<file path="config.mk">
export PLATFORM = sky130hd
export DESIGN_NAME = spi_responder_flat
export DESIGN_NICKNAME = d
export VERILOG_FILES = /design/src/rtl/spi_responder_if.sv /design/src/rtl/spi_responder.sv /design/src/flat_wrapper.sv
export SDC_FILE = /design/constraint.sdc
export NUM_CORES = 1
export LEC_CHECK = 0
export CAP_MARGIN = 15
export CORE_MARGIN = 2
export CORE_UTILIZATION = 50
export CTS_BUF_LIST = sky130_fd_sc_hd__clkbuf_16
export DETAILED_ROUTE_END_ITERATION = 10
export PLACE_DENSITY_LB_ADDON = 0.3
export SYNTH_ARGS = -nofsm -noshare
export SYNTH_HDL_FRONTEND = slang
export SYNTH_SLANG_ARGS = --single-unit
</file>
<file path="constraint.sdc">
create_clock -name clk -period 2.1 [get_ports clk]
set_input_delay 0.42 -clock clk [delete_from_list [all_inputs] [get_ports clk]]
set_output_delay 0.42 -clock clk [all_outputs]
set_load 0.01 [all_outputs]
</file>
<file path="src/rtl/spi_responder_if.sv">
// SPI pin bundle between a mode-0 master and the spi_responder target.
interface spi_responder_if;
    logic sclk;
    logic mosi;
    logic cs_n;
    logic miso;
    logic miso_oe;

    modport master (output sclk, output mosi, output cs_n, input miso, input miso_oe);
    modport slave  (input sclk, input mosi, input cs_n, output miso, output miso_oe);
endinterface

</file>
<file path="src/rtl/spi_responder.sv">
// SPI mode-0 target that oversamples sclk/mosi/cs_n on the system clock; one byte in, one byte out per frame.
// Optional sticky overrun flag is built when SPI_RESPONDER_OVERRUN_EN is defined.
module spi_responder #(
    parameter logic [7:0] FILL_BYTE   = 8'hFF,
    parameter int         SYNC_STAGES = 2
) (
    input  logic             clk,
    input  logic             rst_n,
    spi_responder_if.slave   spi,
    input  logic [7:0]       tx_data,
    input  logic             tx_wr,
    output logic             tx_pending,
    output logic [7:0]       rx_data,
    output logic             rx_valid,
    input  logic             rx_ack,
    output logic             overrun,
    output logic             busy
);

    typedef enum logic {IDLE, SEL} state_t;

    state_t                 state, state_nxt;
    logic [SYNC_STAGES-1:0] sclk_pipe, mosi_pipe, cs_pipe;
    logic                   sclk_d, cs_d;
    logic                   sclk_s, mosi_s, cs_s;
    logic                   sclk_rise, sclk_fall, cs_fall;
    logic                   enter, active, do_rise, do_fall, byte_done, reload;
    logic [2:0]             bit_cnt;
    logic [6:0]             rx_shift;
    logic [7:0]             tx_shift;
    logic [7:0]             holding;
    logic                   reload_armed;

    // Input synchronizers plus one edge-detect flop on sclk and cs_n
    always_ff @(posedge clk or negedge rst_n) begin
        if (!rst_n) begin
            sclk_pipe <= '0;
            mosi_pipe <= '0;
            cs_pipe   <= '1;
            sclk_d    <= 1'b0;
            cs_d      <= 1'b1;
        end else begin
            sclk_pipe <= {sclk_pipe[SYNC_STAGES-2:0], spi.sclk};
            mosi_pipe <= {mosi_pipe[SYNC_STAGES-2:0], spi.mosi};
            cs_pipe   <= {cs_pipe[SYNC_STAGES-2:0], spi.cs_n};
            sclk_d    <= sclk_s;
            cs_d      <= cs_s;
        end
    end

    assign sclk_s    = sclk_pipe[SYNC_STAGES-1];
    assign mosi_s    = mosi_pipe[SYNC_STAGES-1];
    assign cs_s      = cs_pipe[SYNC_STAGES-1];
    assign sclk_rise = sclk_s & ~sclk_d;
    assign sclk_fall = ~sclk_s & sclk_d;
    assign cs_fall   = ~cs_s & cs_d;

    always_ff @(posedge clk or negedge rst_n) begin
        if (!rst_n) state <= IDLE;
        else        state <= state_nxt;
    end

    always_comb begin
        state_nxt = state;
        enter     = 1'b0;
        case (state)
            IDLE: if (cs_fall) begin
                state_nxt = SEL;
                enter     = 1'b1;
            end
            SEL:  if (cs_s) state_nxt = IDLE;
            default: state_nxt = IDLE;
        endcase
    end

    // The deselect cycle itself (state still SEL, cs already high) ignores sclk
    assign active    = (state == SEL) && !cs_s;
    assign do_rise   = active && sclk_rise;
    assign do_fall   = active && sclk_fall;
    assign byte_done = do_rise && (bit_cnt == 3'd7);
    assign reload    = enter || (do_fall && (bit_cnt == 3'd0) && reload_armed);

    always_ff @(posedge clk or negedge rst_n) begin
        if (!rst_n) begin
            bit_cnt      <= 3'd0;
            rx_shift     <= 7'd0;
            reload_armed <= 1'b0;
        end else if ((state == SEL) && cs_s) begin
            bit_cnt      <= 3'd0;
            rx_shift     <= 7'd0;
            reload_armed <= 1'b0;
        end else if (do_rise) begin
            bit_cnt  <= bit_cnt + 3'd1;
            rx_shift <= {rx_shift[5:0], mosi_s};
            if (bit_cnt == 3'd7) reload_armed <= 1'b1;
        end else if (reload) begin
            reload_armed <= 1'b0;
        end
    end

    // Reload reads the pre-write holding value, so a same-cycle tx_wr stays pending
    always_ff @(posedge clk or negedge rst_n) begin
        if (!rst_n) begin
            tx_shift   <= FILL_BYTE;
            holding    <= 8'h00;
            tx_pending <= 1'b0;
        end else begin
            if (reload)
                tx_shift <= tx_pending ? holding : FILL_BYTE;
            else if (do_fall && (bit_cnt != 3'd0))
                tx_shift <= {tx_shift[6:0], 1'b1};
            if (tx_wr) begin
                holding    <= tx_data;
                tx_pending <= 1'b1;
            end else if (reload) begin
                tx_pending <= 1'b0;
            end
        end
    end

    always_ff @(posedge clk or negedge rst_n) begin
        if (!rst_n) begin
            rx_data  <= 8'h00;
            rx_valid <= 1'b0;
        end else if (byte_done) begin
            rx_data  <= {rx_shift, mosi_s};
            rx_valid <= 1'b1;
        end else if (rx_ack) begin
            rx_valid <= 1'b0;
        end
    end

`ifdef SPI_RESPONDER_OVERRUN_EN
    always_ff @(posedge clk or negedge rst_n) begin
        if (!rst_n)
            overrun <= 1'b0;
        else if (byte_done && rx_valid && !rx_ack)
            overrun <= 1'b1;
        else if (rx_ack)
            overrun <= 1'b0;
    end
`else
    assign overrun = 1'b0;
`endif

    assign spi.miso    = tx_shift[7];
    assign spi.miso_oe = (state == SEL);
    assign busy        = (bit_cnt != 3'd0) && (state == SEL);

endmodule

</file>
<file path="src/flat_wrapper.sv">
// flat-port wrapper written by rule: the top's interface ports become plain ports
module spi_responder_flat 
#(
    parameter logic [7:0] FILL_BYTE   = 8'hFF,
    parameter int         SYNC_STAGES = 2
)
  (clk, rst_n, tx_data, tx_wr, tx_pending, rx_data, rx_valid, rx_ack, overrun, busy, spi_sclk, spi_mosi, spi_cs_n, spi_miso, spi_miso_oe);
  spi_responder_if spi_i ();
  input  logic clk;
  input  logic rst_n;
  input  logic [7:0] tx_data;
  input  logic tx_wr;
  output logic tx_pending;
  output logic [7:0] rx_data;
  output logic rx_valid;
  input  logic rx_ack;
  output logic overrun;
  output logic busy;
  input wire logic [$bits(spi_i.sclk)-1:0] spi_sclk;
  input wire logic [$bits(spi_i.mosi)-1:0] spi_mosi;
  input wire logic [$bits(spi_i.cs_n)-1:0] spi_cs_n;
  output wire logic [$bits(spi_i.miso)-1:0] spi_miso;
  output wire logic [$bits(spi_i.miso_oe)-1:0] spi_miso_oe;
  assign spi_i.sclk = spi_sclk;
  assign spi_i.mosi = spi_mosi;
  assign spi_i.cs_n = spi_cs_n;
  assign spi_miso = spi_i.miso;
  assign spi_miso_oe = spi_i.miso_oe;
  spi_responder #(.FILL_BYTE(FILL_BYTE), .SYNC_STAGES(SYNC_STAGES)) u_core (.clk(clk), .rst_n(rst_n), .spi(spi_i), .tx_data(tx_data), .tx_wr(tx_wr), .tx_pending(tx_pending), .rx_data(rx_data), .rx_valid(rx_valid), .rx_ack(rx_ack), .overrun(overrun), .busy(busy));
endmodule
</file>
==> impl_metrics.py <==
metrics = {
    "status": {
        "status": "finished clean",
    },
    "power_and_ir_drop": {
        "p_int_mw": 1.65,
        "leakagePower_nw": 1.09,
        "pwr-share-comb": 0.092,
        "finalPower_mw": 2.09,
        "seqPwrFrac": 0.498,
        "power_switching_mw": 0.434,
        "ir_worst_vdd_v": 0.000730,
        "swShare": 0.208,
        "p_per_area_nw_per_um2": 905,
        "clockPowerShare": 0.409,
    },
    "placement": {
        "place.gp.congestion": 0.695,
        "pre_cts_slack_ps": 319,
        "io_buffers": 27,
        "dp_hpwl_microns": 2070,
    },
    "floorplanning": {
        "core_sq_um": 3420,
        "die_h_microns": 64.5,
        "ioPinCount": 29,
        "start_util": 0.536,
        "die_x_microns": 64.5,
        "die_area_sq_um": 4160,
        "row_count": 21,
    },
    "routing": {
        "avgViaCountPerCell": 5.23,
        "dr_total_vias": 1066,
        "dr.first_iter.drc_count": 39,
        "finalWirelength_microns": 2950,
        "route.detailed.drc": 0,
        "wl_per_cell_microns": 14.5,
        "dr.pass1.iters": 4,
        "ant_nets": 0,
    },
    "sta": {
        "layout_worst_path_cycle_share": 0.840,
        "tightest_slew_ps": 544,
        "tns_ps": 0,
        "hold_violations": 0,
        "report.final.slew_viol_count": 0,
        "setup_ws_ps": 337,
        "min_period_ps": 1760,
        "max_freq_mhz": 567,
        "rsz0062_at_grt": "no",
        "skew_ps": 6.01,
        "finalSetupViolCount": 0,
        "holdWs_ps": 110,
        "relSlewSlack": 0.636,
    },
    "global_routing": {
        "grt_pass1_wl_microns": 5180,
        "grt_usage": 0.165,
        "grt_overflow": 0,
        "grt_max_degree": 47,
        "antenna_found_initial": 0,
        "grt_pass1_vias": 1119,
    },
    "critical_path": {
        "setup.worst_path.end_class": "output pin",
        "cp.arrival_ps": 1340,
        "crit_slowest_cell": "clkdlybuf4s50_1",
        "slowest_delay_ps": 580,
        "critPathMaxFanout": 9,
        "critPathLaunchType": "flip-flop",
        "critical_path_class": "flip-flop to output pin",
        "worstPathRequired_ps": 1680,
        "r2r_start": "u_core.bit_cnt[0]$_DFFE_PN0P_",
        "critPathBufInv": 1,
        "critPathTopFamily": "buffers and inverters",
        "path_cells": "clkdlybuf4s50_1",
        "setup.worst_path.start": "u_core.spi.miso_oe$_DFF_PN0_",
    },
    "finish": {
        "drive_above_1_share": 0.259,
        "finish.utilization": 0.676,
        "final_cell_mix": "dfrtp_1, clkdlybuf4s50_1, mux2_2, mux2i_1, dfstp_2",
        "diodes": 0,
        "layout_commonest_cell": "dfrtp_1",
        "area_growth_pct": 26.0,
        "fin_nets": 175,
    },
    "cts": {
        "cts_tree": "done",
        "ctsHoldBuffers": 0,
        "cts_made_buffers": 5,
        "clock_sinks": 46,
        "ctsHtreeMaxLevel": 2,
        "clock_tree.root_cell": "clkbuf_16",
        "clk_latency_ps": 280,
        "cts.path.max_buffers": 2,
        "clk_pin_slew_worst_paths_ps": 60,
    },
    "synth": {
        "syn_avg_cell_area_sq_um": 14.4,
        "ys_seq_area_frac": 0.636,
        "ys_warn_count": 0,
        "syn-num-nets": 145,
        "synth_ff_type": "dfrtp_1",
        "syn_inst": 127,
        "synth_enable_flop_cells": 0,
        "netlist_area_sq_um": 1830,
        "ys_ff_latch": 46,
        "yosys.cell_types.count": 27,
        "async_flop_share": 1.00,
    },
    "run": {
        "cap_violations": 0,
    },
    "min_path": {
        "min_path_type": "primary input to asynchronous set/reset pin",
    },
}
-- Yosys cell counts (2+ instances only) --
library cell / n / area, sq um
clkbuf_1: 2 / 7.51
nand2b_1: 2 / 12.5
dfrtp_1: 35 / 876
mux2i_1: 15 / 150
dfstp_2: 11 / 289
nor2_1: 10 / 37.5
a22o_1: 9 / 78.8
buf_4: 2 / 15.0
inv_1: 3 / 11.3
a21oi_2: 2 / 17.5
mux2_2: 17 / 191
nor2b_1: 2 / 12.5
ha_1: 3 / 37.5
-- worst paths after layout --
check / to / slack [ps] / cells after the start
setup / recovery: spi_miso_oe / 340 / 1
hold / removal: u_core.rx_data[4]$_DFFE_PN0P_ / 110 / 2
setup reg to reg: u_core.tx_shift[5]$_DFFE_PN1P_ / 370 / 7
hold reg to reg: u_core.cs_pipe[1]$_DFF_PN1_ / 350 / 0
max in group asynchronous: u_core.tx_shift[3]$_DFFE_PN1P_ / 1720 / 2
min in group clk: u_core.cs_pipe[1]$_DFF_PN1_ / 350 / 0
-- layer usage --
layer,vias up,wire length (microns),track usage,part of all wire
met4,0,49,0.0771,0.017
li1,500,-,-,-
met5,-,0,0,0
met2,15,1520,0.273,0.51
met1,546,1290,0.203,0.44
met3,5,86,0.0434,0.029
-- what timing repair did --
item                       in CTS  in global routing
setup endpoints to repair       0                  1
setup buffers                   0                  0
gates resized for setup         0                  1
-- stage by stage --
step,instances,cell area [sq um]
floorplan,127,1830
detailed placement,196,2140
global route,204,2310
CTS,204,2310
global placement,196,2140
finish,204,2310
-- state kept, by name, summed over array words and instances (netlist names), 2 cells and up --
register	count
u_core.rx_data	8
u_core.sclk_pipe	2
u_core.mosi_pipe	2
u_core.holding	8
u_core.rx_shift	7
u_core.cs_pipe	2
u_core.bit_cnt	3
u_core.tx_shift	8
-- layout make-up --
type / count / area (sq um)
clock buffer: 5 / 125
inverter: 4 / 15.0
tap: 46 / 57.6
multi-input combinational: 71 / 613
timing repair buffer: 29 / 295
sequential: 46 / 1160
fill: 265 / 1110
clock inverter: 3 / 37.5
-- cell families (layout without fill, tap and decap cells) --
family          count (synthesis)  in the layout  synth area share
flops                          46             46             0.636
mux                            32             32             0.186
simple gates                   20             20            0.0594
compound gates                 15             15            0.0663
buf+inv                        10             41            0.0294
fa+ha+maj                       3              3            0.0205
other cells                     1              1           0.00205
-- power groups by stage --
stage | clock network [mW] | logic, mW | registers (mW)
6_report | 0.854 | 0.193 | 1.04
5_1_grt | 0.916 | 0.217 | 1.05
4_1_cts | 0.871 | 0.199 | 1.04
3_5_place_dp | 0 | 0.197 | 1.06
3_3_place_gp | 0 | 0.186 | 1.05
2_1_floorplan | 0 | 0.115 | 1.04
No activity file was read; power rests on OpenSTA's default activity.
